<file path="src/rtl/fll_ctrl_pkg.sv">
// rtl/fll_ctrl_pkg.sv - shared state encoding and constants for the frequency-lock controller
package fll_ctrl_pkg;

  typedef enum logic [1:0] {
    IDLE  = 2'd0,
    SAR   = 2'd1,
    TRACK = 2'd2
  } fll_state_e;

  localparam int SYNC_STAGES = 2;

endpackage

</file>
<file path="src/rtl/fll_edge_counter.sv">
// rtl/fll_edge_counter.sv - synchronizes the divided VCO clock, detects rising edges, counts them per window
// total_o includes an edge detected in the current cycle; clr_i restarts the count on the next edge.
module fll_edge_counter
  import fll_ctrl_pkg::*;
#(
  parameter int COUNT_BITS = 16
) (
  input  logic                  clk_i,
  input  logic                  arst_i,
  input  logic                  clr_i,
  input  logic                  vco_div_i,
  output logic [COUNT_BITS-1:0] total_o
);

  logic [SYNC_STAGES-1:0] sync_q, sync_d;
  logic                   prev_q, prev_d;
  logic [COUNT_BITS-1:0]  cnt_q, cnt_d;
  logic                   edge_det;

  always_comb begin
    sync_d   = {sync_q[SYNC_STAGES-2:0], vco_div_i};
    prev_d   = sync_q[SYNC_STAGES-1];
    edge_det = sync_q[SYNC_STAGES-1] & ~prev_q;
    total_o  = cnt_q;
    if (edge_det && (cnt_q != '1)) begin
      total_o = cnt_q + 1'b1;
    end
    cnt_d = clr_i ? '0 : total_o;
  end

  always_ff @(posedge clk_i or posedge arst_i) begin
    if (arst_i) begin
      sync_q <= '0;
      prev_q <= 1'b0;
      cnt_q  <= '0;
    end else begin
      sync_q <= sync_d;
      prev_q <= prev_d;
      cnt_q  <= cnt_d;
    end
  end

endmodule

</file>
<file path="src/rtl/fll_ctrl.sv">
// rtl/fll_ctrl.sv - FLL control-word loop: gated edge counting, acquisition, then +/-1 tracking to lock
// Define FLL_CTRL_SAR_EN for successive-approximation acquisition; otherwise tracking starts from the held word.
module fll_ctrl
  import fll_ctrl_pkg::*;
#(
  parameter int RESOLUTION_BITS = 30,
  parameter int COUNT_BITS      = 16,
  parameter int GATE_CYCLES     = 1024,
  parameter int LOCK_TOL        = 1,
  parameter int LOCK_WINDOWS    = 4
) (
  input  logic                       clk_i,
  input  logic                       arst_i,
  input  logic                       en_i,
  input  logic [COUNT_BITS-1:0]      target_count_i,
  input  logic                       vco_div_i,
  output logic [RESOLUTION_BITS-1:0] voltage_ctrl_o,
  output logic [COUNT_BITS-1:0]      count_o,
  output logic                       count_valid_o,
  output logic                       locked_o,
  output logic                       saturated_o
);

  localparam int GATE_W = $clog2(GATE_CYCLES);
  localparam int LOCK_W = $clog2(LOCK_WINDOWS + 1);
  localparam logic [GATE_W-1:0]   GATE_LAST = GATE_W'(GATE_CYCLES - 1);
  localparam logic [LOCK_W-1:0]   LOCK_FULL = LOCK_W'(LOCK_WINDOWS);
  localparam logic [COUNT_BITS:0] TOL_EXT   = (COUNT_BITS + 1)'(LOCK_TOL);

  fll_state_e                 state_q, state_d;
  logic [RESOLUTION_BITS-1:0] ctrl_q, ctrl_d;
  logic [GATE_W-1:0]          gate_q, gate_d;
  logic [COUNT_BITS-1:0]      count_q, count_d;
  logic                       valid_q, valid_d;
  logic [LOCK_W-1:0]          lock_q, lock_d;
  logic                       sat_q, sat_d;
`ifdef FLL_CTRL_SAR_EN
  localparam int IDX_W = $clog2(RESOLUTION_BITS);
  logic [IDX_W-1:0]           idx_q, idx_d;
`endif

  logic                  win_last, cnt_clr, below, in_tol;
  logic [COUNT_BITS-1:0] total;
  logic [COUNT_BITS:0]   total_ext, target_ext, diff;

  assign win_last = (state_q != IDLE) && (gate_q == GATE_LAST);
  assign cnt_clr  = (state_q == IDLE) || win_last;

  fll_edge_counter #(
    .COUNT_BITS(COUNT_BITS)
  ) u_edge_counter (
    .clk_i    (clk_i),
    .arst_i   (arst_i),
    .clr_i    (cnt_clr),
    .vco_div_i(vco_div_i),
    .total_o  (total)
  );

  // One extra bit keeps the error magnitude free of wrap.
  assign total_ext  = {1'b0, total};
  assign target_ext = {1'b0, target_count_i};
  assign below      = total_ext < target_ext;
  assign diff       = below ? (target_ext - total_ext) : (total_ext - target_ext);
  assign in_tol     = diff <= TOL_EXT;

  always_comb begin
    state_d = state_q;
    ctrl_d  = ctrl_q;
    gate_d  = gate_q;
    count_d = count_q;
    valid_d = 1'b0;
    lock_d  = lock_q;
    sat_d   = sat_q;
`ifdef FLL_CTRL_SAR_EN
    idx_d   = idx_q;
`endif
    if (!en_i) begin
      state_d = IDLE;
      gate_d  = '0;
      lock_d  = '0;
      sat_d   = 1'b0;
    end else if (state_q == IDLE) begin
      gate_d = '0;
`ifdef FLL_CTRL_SAR_EN
      state_d = SAR;
      ctrl_d  = {1'b1, {(RESOLUTION_BITS-1){1'b0}}};
      idx_d   = IDX_W'(RESOLUTION_BITS - 1);
`else
      state_d = TRACK;
`endif
    end else begin
      gate_d = win_last ? '0 : gate_q + 1'b1;
      if (win_last) begin
        count_d = total;
        valid_d = 1'b1;
        if (state_q == SAR) begin
`ifdef FLL_CTRL_SAR_EN
          if (!below) ctrl_d[idx_q] = 1'b0;
          if (idx_q != '0) begin
            ctrl_d[idx_q - 1'b1] = 1'b1;
            idx_d = idx_q - 1'b1;
          end else begin
            state_d = TRACK;
          end
`endif
        end else if (in_tol) begin
          if (lock_q != LOCK_FULL) lock_d = lock_q + 1'b1;
          sat_d = 1'b0;
        end else begin
          lock_d = '0;
          if (below) begin
            if (ctrl_q == '1) begin
              sat_d = 1'b1;
            end else begin
              ctrl_d = ctrl_q + 1'b1;
              sat_d  = 1'b0;
            end
          end else begin
            if (ctrl_q == '0) begin
              sat_d = 1'b1;
            end else begin
              ctrl_d = ctrl_q - 1'b1;
              sat_d  = 1'b0;
            end
          end
        end
      end
    end
  end

  always_ff @(posedge clk_i or posedge arst_i) begin
    if (arst_i) begin
      state_q <= IDLE;
      ctrl_q  <= '0;
      gate_q  <= '0;
      count_q <= '0;
      valid_q <= 1'b0;
      lock_q  <= '0;
      sat_q   <= 1'b0;
`ifdef FLL_CTRL_SAR_EN
      idx_q   <= '0;
`endif
    end else begin
      state_q <= state_d;
      ctrl_q  <= ctrl_d;
      gate_q  <= gate_d;
      count_q <= count_d;
      valid_q <= valid_d;
      lock_q  <= lock_d;
      sat_q   <= sat_d;
`ifdef FLL_CTRL_SAR_EN
      idx_q   <= idx_d;
`endif
    end
  end

  assign voltage_ctrl_o = ctrl_q;
  assign count_o        = count_q;
  assign count_valid_o  = valid_q;
  assign locked_o       = (state_q == TRACK) && (lock_q == LOCK_FULL);
  assign saturated_o    = sat_q;

endmodule

</file>
<file path="config.mk">
export PLATFORM = sky130hd
export DESIGN_NAME = fll_ctrl
export DESIGN_NICKNAME = d
export VERILOG_FILES = /design/src/rtl/fll_ctrl_pkg.sv /design/src/rtl/fll_edge_counter.sv /design/src/rtl/fll_ctrl.sv
export SDC_FILE = /design/constraint.sdc
export NUM_CORES = 1
export LEC_CHECK = 0
export ABC_AREA = 0
export BUFFER_PORTS_ARGS = -buffer_cell sky130_fd_sc_hd__buf_2
export CAP_MARGIN = 25
export CORE_MARGIN = 5
export CORE_UTILIZATION = 60
export CTS_BUF_LIST = sky130_fd_sc_hd__clkbuf_8
export CTS_CLUSTER_DIAMETER = 120
export DETAILED_ROUTE_END_ITERATION = 8
export GPL_TIMING_DRIVEN = 0
export PLACE_DENSITY = 0.85
export REMOVE_ABC_BUFFERS = 1
export SLEW_MARGIN = 10
export SYNTH_ARGS = -nofsm -noshare
export SYNTH_HDL_FRONTEND = slang
export SYNTH_SLANG_ARGS = --single-unit
</file>
<file path="constraint.sdc">
create_clock -name clk_i -period 15.6 [get_ports clk_i]
set_input_delay 0.78 -clock clk_i [delete_from_list [all_inputs] [get_ports clk_i]]
set_output_delay 0.78 -clock clk_i [all_outputs]
set_load 0.005 [all_outputs]
</file>
==> Yosys cells after proc, flatten, opt, wreduce, memory -nomap -nowiden <==
Index checks and enable logic that the tools add are counted.
{ "op_classes": {"add_sub_neg": 7, "multipliers": 0, "div_mod_pow": 0, "magnitude_cmp": 2, "n_eq_ne": 14, "shifts": 0, "muxes": 28, "bitwise": 5, "n_reduce_logical": 11} }
{ "op_table": {"columns": ["op", "n"], "rows": [
  ["two-way mux 30 bit", 3],
  ["subtractor 16 x 16 -> 17 bit", 2],
  ["two-way mux 16 bit", 2],
  ["adder 30 x 1 -> 30 bit, second input constant", 1],
  ["== test 30 bit, second input constant", 1],
  ["logical NOT 30 bit", 1],
  ["two-way mux 10 bit", 3],
  ["subtractor 30 x 1 -> 30 bit, second input constant", 1],
  ["two-way mux 3 bit", 6],
  ["less-or-equal comparator 17 x 1 -> 1 bit, second input constant", 1],
  ["two-way mux 17 bit", 1],
  ["adder 16 x 1 -> 16 bit, second input constant", 1],
  ["less-than comparator 16 bit", 1],
  ["inequality test 16 bit, second input constant", 1],
  ["two-way mux 1 bit", 11],
  ["adder 10 x 1 -> 10 bit, second input constant", 1],
  ["== test 10 bit, second input constant", 1],
  ["inequality test 2 bit, second input constant", 4],
  ["AND reduction 7 bit", 1],
  ["AND reduction 3 bit", 2],
  ["two-way mux 2 bit", 2],
  ["inequality test 2 x 1 -> 1 bit, second input constant", 2],
  ["inverter 1 bit", 4],
  ["AND reduction 4 bit", 1],
  ["11 further kinds", 13]
]} }
{ "totals": {"register_bits": 82, "latchBits": 0, "ram_bits": 0, "romBits": 0, "elab_cells": 77, "mem_count": 0} }

==> Longest topological paths before layout <==
{ "depth": {"word_depth": 12, "depth_mapped": 30, "mapped_depth_nobuf": 30} }

==> By module <==
Synthesis repeated with hierarchy kept, for this count alone.
{ "unflattened": {"cells_unflattened": 808, "area_unflattened_um2": 6988.0} }
{ "modules_own_cells": {"columns": ["module", "instances", "cells_each", "area_each_um2"], "rows": [
  ["fll_ctrl", 1, 688, 5820.6],
  ["fll_edge_counter", 1, 120, 1167.4]
]} }

==> Worst setup path after synthesis <==
Ideal clock, no wire load.
{ "synth_path": {"path_type": "register -> register", "from": "register u_edge_counter.cnt_q[6]", "to": "register ctrl_q[26] (netlist: voltage_ctrl_o[26])", "setup_ns": 0.064, "arrival_time_ns": 6.307, "path_slack_ns": 9.229, "path_stages_with_launch": 28, "n_path_buf": 0, "cell_sequence": "dfrtp_1 -> and4_1 -> and3_1 -> and4_1 -> nand3_1 -> nor2_1 -> nor3b_1 -> nand4_1 -> or2_2 -> nor2_1 -> xnor2_1 -> inv_1 -> ha_1 -> nand4_1 -> a2111o_1 -> o2111ai_2 -> a21oi_4 -> inv_2 -> ha_1 -> a21oi_1 -> o21ai_0 -> a2111oi_0 -> o32a_1 -> o2111ai_1 -> a41o_1 -> or4_1 -> a31oi_1 -> a21o_1"} }
{ "synth_via": {"elab_chain_cells": 8} }
{ "synth_rtl": {"columns": ["item", "line_no", "source"], "rows": [
  ["from (decl)", "fll_edge_counter.sv:17", "logic [COUNT_BITS-1:0] cnt_q, cnt_d;"],
  ["from (signal assigned)", "fll_edge_counter.sv:39", "cnt_q <= cnt_d;"],
  ["branches (longest 2 deep; another with adder 16 x 1 -> 16 bit)", null, null],
  ["two-way mux 16 bit *", "fll_edge_counter.sv:25", "if (edge_det && (cnt_q != '1)) begin"],
  ["via total[7]", "fll_ctrl.sv:43", "logic [COUNT_BITS-1:0] total;"],
  ["subtractor 16 x 16 -> 17 bit / less-than comparator 16 bit (equally long branches)", "fll_ctrl.sv:63, fll_ctrl.sv:62", null],
  ["two-way mux 17 bit", "fll_ctrl.sv:63", "assign diff = below ? (target_ext - total_ext) : (total_ext - target_ext);"],
  ["less-or-equal comparator 17 x 1 -> 1 bit", "fll_ctrl.sv:64", "assign in_tol = diff <= TOL_EXT;"],
  ["inverter 1 bit (no line)", null, null],
  ["AND reduction 7 bit (no line)", null, null],
  ["to (signal assigned)", "fll_ctrl.sv:145", "ctrl_q <= ctrl_d;"],
  ["to (decl)", "fll_ctrl.sv:31", "logic [RESOLUTION_BITS-1:0] ctrl_q, ctrl_d;"]
]} }
Mark *: on every way through the listed nets, which the timed path passes.
A chain may end at the register's enable or synchronous reset.

==> Final worst setup path <==
{ "layout_path": {"from": "register u_edge_counter.cnt_q[4]", "to": "register ctrl_q[26] (netlist: voltage_ctrl_o[26])"} }
Same word-level chain as after synthesis.

==> impl_metrics.ini <==
[critical_path]
worst-setup-path-type = flip-flop to flip-flop
reg2reg_from = u_edge_counter.cnt_q[4]
cp-end-kind = flip-flop
startpoint_type = flip-flop
r2r_cells = 27
cp_max_fo = 38
timing.rr.end = voltage_ctrl_o[26]
worstPathArrival_ns = 8.23
worstPathRequired_ns = 15.89
r2r_slack_ns = 7.66

[die]
fp.dieW_um = 115
design.core.area_sq_um = 10800
row_count = 38
die_area_sq_um = 13300
die-height_um = 115
initial_utilization_pct = 61.2
io_pins = 69

[timing]
tightest_slew_ns = 0.770
slew_headroom_pct = 48.6
fin_crit_ns = 7.94
drv_slew = 0
clock-skew-final_ns = 0.0114
fmax_mhz = 126
final_hold_viol_count = 0
finalSetupViolCount = 0
tns_ns = 0
rsz0062_at_grt = false
timing.final.ws_setup_ns = 7.66
whs_ns = 0.352
finalCritPeriodShare_pct = 50.9

[logic_synthesis]
ys.flop_type = dfrtp_1
seq_area_frac_synth_pct = 30.6
yosysWarnings = 0
syn_area_sq_um = 6630
synthDistinctLibCells = 70
async_reset_ff_share_pct = 100
postSynthAreaPerCell_sq_um = 8.30
syn_inst = 799
ys_ff_latch = 81
synth-edff-count = 0

[cts]
path_clk_slew_ns = 0.09
cts.repair.resized = 0
clockRootBuffer = clkbuf_8
clockBufferDepth = 2
cts_tree = done
clk_latency_ns = 0.36
cts_buffers = 9
htreeDepth = 3
post_cts_buffers = 0
cts.sinks = 81
cts-hold-fix-buffers = 0

[finish]
fill_cells = 901
area_growth_pct = 10.6
drive_above_1_share_pct = 12.2
final_common_cell = nor2_1
fin_nets = 943
layout_common_cells = nor2_1 (82), dfrtp_1 (81), buf_2 (68), a21oi_1 (64), ha_1 (64)
design_area_sq_um = 7340
n_antenna_cell = 0

[global_routing]
grt_overflow = 0
antenna_found_initial = 0
grt.total_usage_pct = 24.6
grt_pass1_wl_um = 26800
grt_pass1_vias = 5852
grt_max_degree = 66

[routing]
viasPerCell = 6.09
wire_per_inst_um = 16.0
drc = 0
vias = 6099
drt_iter0_drc = 459
ant_nets = 0
dr.pass1.iters = 5
routed_wl_um = 16000

[placement]
placed_cell_area_sq_um = 7110
dp_hpwl_um = 12100
place_ws_ns = 7.82
gp_congestion = 0.925
port_buffers = 68

[outcome]
status = complete, no violations

[hold_path]
hold_path.class = input pin to async pin

[pwr]
p_leak_nw = 3.76
p_per_area_nw_per_um2 = 59.1
total_power_w = 0.000433
peakVddDrop_uv = 65.2

[flow_run]
maxCapViolCount = 0
[metal layers]
layer  vias to the layer above  GRT usage (%)  share of wire, %
li1                       2986              -                 -
met1                      2896           31.1                43
met2                       182           43.0                50
met3                        35           3.37               4.9
met4                         0           8.76               2.6
met5                         -              0                 0
[worst max-delay path, cell delays in order, from the launching register on]
cell and delay, ns:
dfrtp_1 0.44, and4_1 0.19, and3_1 0.21, and4_1 0.24
nand3_1 0.12, nor2_1 0.08, nor3b_1 0.63, nand4_1 0.26
or2_2 0.38, nor2_1 0.14, xnor2_1 0.27, inv_1 0.09
ha_1 0.53, nand4_1 0.21, a2111o_1 0.46, o2111ai_2 0.16
a21oi_4 0.17, inv_2 0.59, ha_1 0.40, a21oi_1 0.16
o21ai_0 0.14, a2111oi_0 0.48, o32a_1 0.30, o2111ai_1 0.20
a41o_1 0.35, or4_1 0.42, a31oi_1 0.15, a21o_1 0.10
[registers in the layout, indices dropped and copies added, names as in the netlist, 2 cells and up]
signal                 flops
gate_q                    10
lock_q                     3
u_edge_counter.sync_q      2
u_edge_counter.cnt_q      16
voltage_ctrl_o            30
count_o                   16
[worst max path at each step]
stage                                       start            endpoint  slack (ns)  cells past startpoint
after detailed placement  u_edge_counter.cnt_q[6]  voltage_ctrl_o[26]        7.82                     27
after CTS                 u_edge_counter.cnt_q[6]  voltage_ctrl_o[26]        7.79                     27
after global routing      u_edge_counter.cnt_q[4]  voltage_ctrl_o[29]        7.20                     28
final                     u_edge_counter.cnt_q[4]  voltage_ctrl_o[26]        7.66                     27
after floorplan           u_edge_counter.cnt_q[6]  voltage_ctrl_o[26]        9.08                     27
after global placement    u_edge_counter.cnt_q[6]  voltage_ctrl_o[26]        8.02                     27
[report_power, final]
part | total [W] | switching [W] | internal, W
Sequential | 0.000212 | 0.000000863 | 0.000211
Combinational | 0.0000487 | 0.0000306 | 0.0000181
Clock | 0.000173 | 0.0000812 | 0.0000918
[cell usage after synthesis, types with 5 or more instances]
cell type | number | share of area (%)
nor2_1 | 83 | 4.7
dfrtp_1 | 81 | 31
a21oi_1 | 64 | 4.8
ha_1 | 64 | 12
nand2_1 | 62 | 3.5
inv_1 | 59 | 3.3
o21ai_0 | 51 | 3.8
xnor2_1 | 36 | 4.8
a21o_1 | 27 | 3.1
xor2_1 | 26 | 3.4
nand3_1 | 21 | 1.6
nor3_1 | 21 | 1.6
nand4_1 | 18 | 1.7
a31oi_1 | 16 | 1.5
clkbuf_1 | 16 | 0.91
nor4_1 | 14 | 1.3
and3_1 | 11 | 1.0
a211oi_1 | 10 | 1.1
o21bai_1 | 8 | 0.91
a2111oi_0 | 7 | 0.92
buf_2 | 7 | 0.53
o21ai_1 | 7 | 0.53
and2_1 | 6 | 0.57
o21a_1 | 6 | 0.68
o31ai_1 | 5 | 0.57
[cell type report]
type	count	area (sq um)	share of cell area (%)
Multi-Input combinational cell	633	4270	58.2
Sequential cell	81	2030	27.6
Timing Repair Buffer	71	410	5.59
Inverter	60	228	3.10
Tap cell	140	175	2.39
Clock buffer	9	124	1.69
Clock inverter	7	101	1.38
[per-stage QoR]
stage | utilization, % | std cells
after detailed placement | 65.6 | 985
final | 67.7 | 1001
after floorplan | - | 774
after global routing | 67.7 | 1001
after global placement | 64.9 | 982
after CTS | 67.7 | 1001
[cells by family (layout without fill, tap and decap cells)]
| group | after synthesis | count (layout) | synth area share, % |
|---|---|---|---|
| simple gates | 261 | 261 | 18.8 |
| buf+inv | 85 | 147 | 5.06 |
| compound gates | 235 | 235 | 22.9 |
| fa+ha+maj | 67 | 67 | 13.0 |
| flops | 81 | 81 | 30.6 |
| mux | 8 | 8 | 1.47 |
| xor+xnor | 62 | 62 | 8.19 |
(Power assumes the default switching activity.)
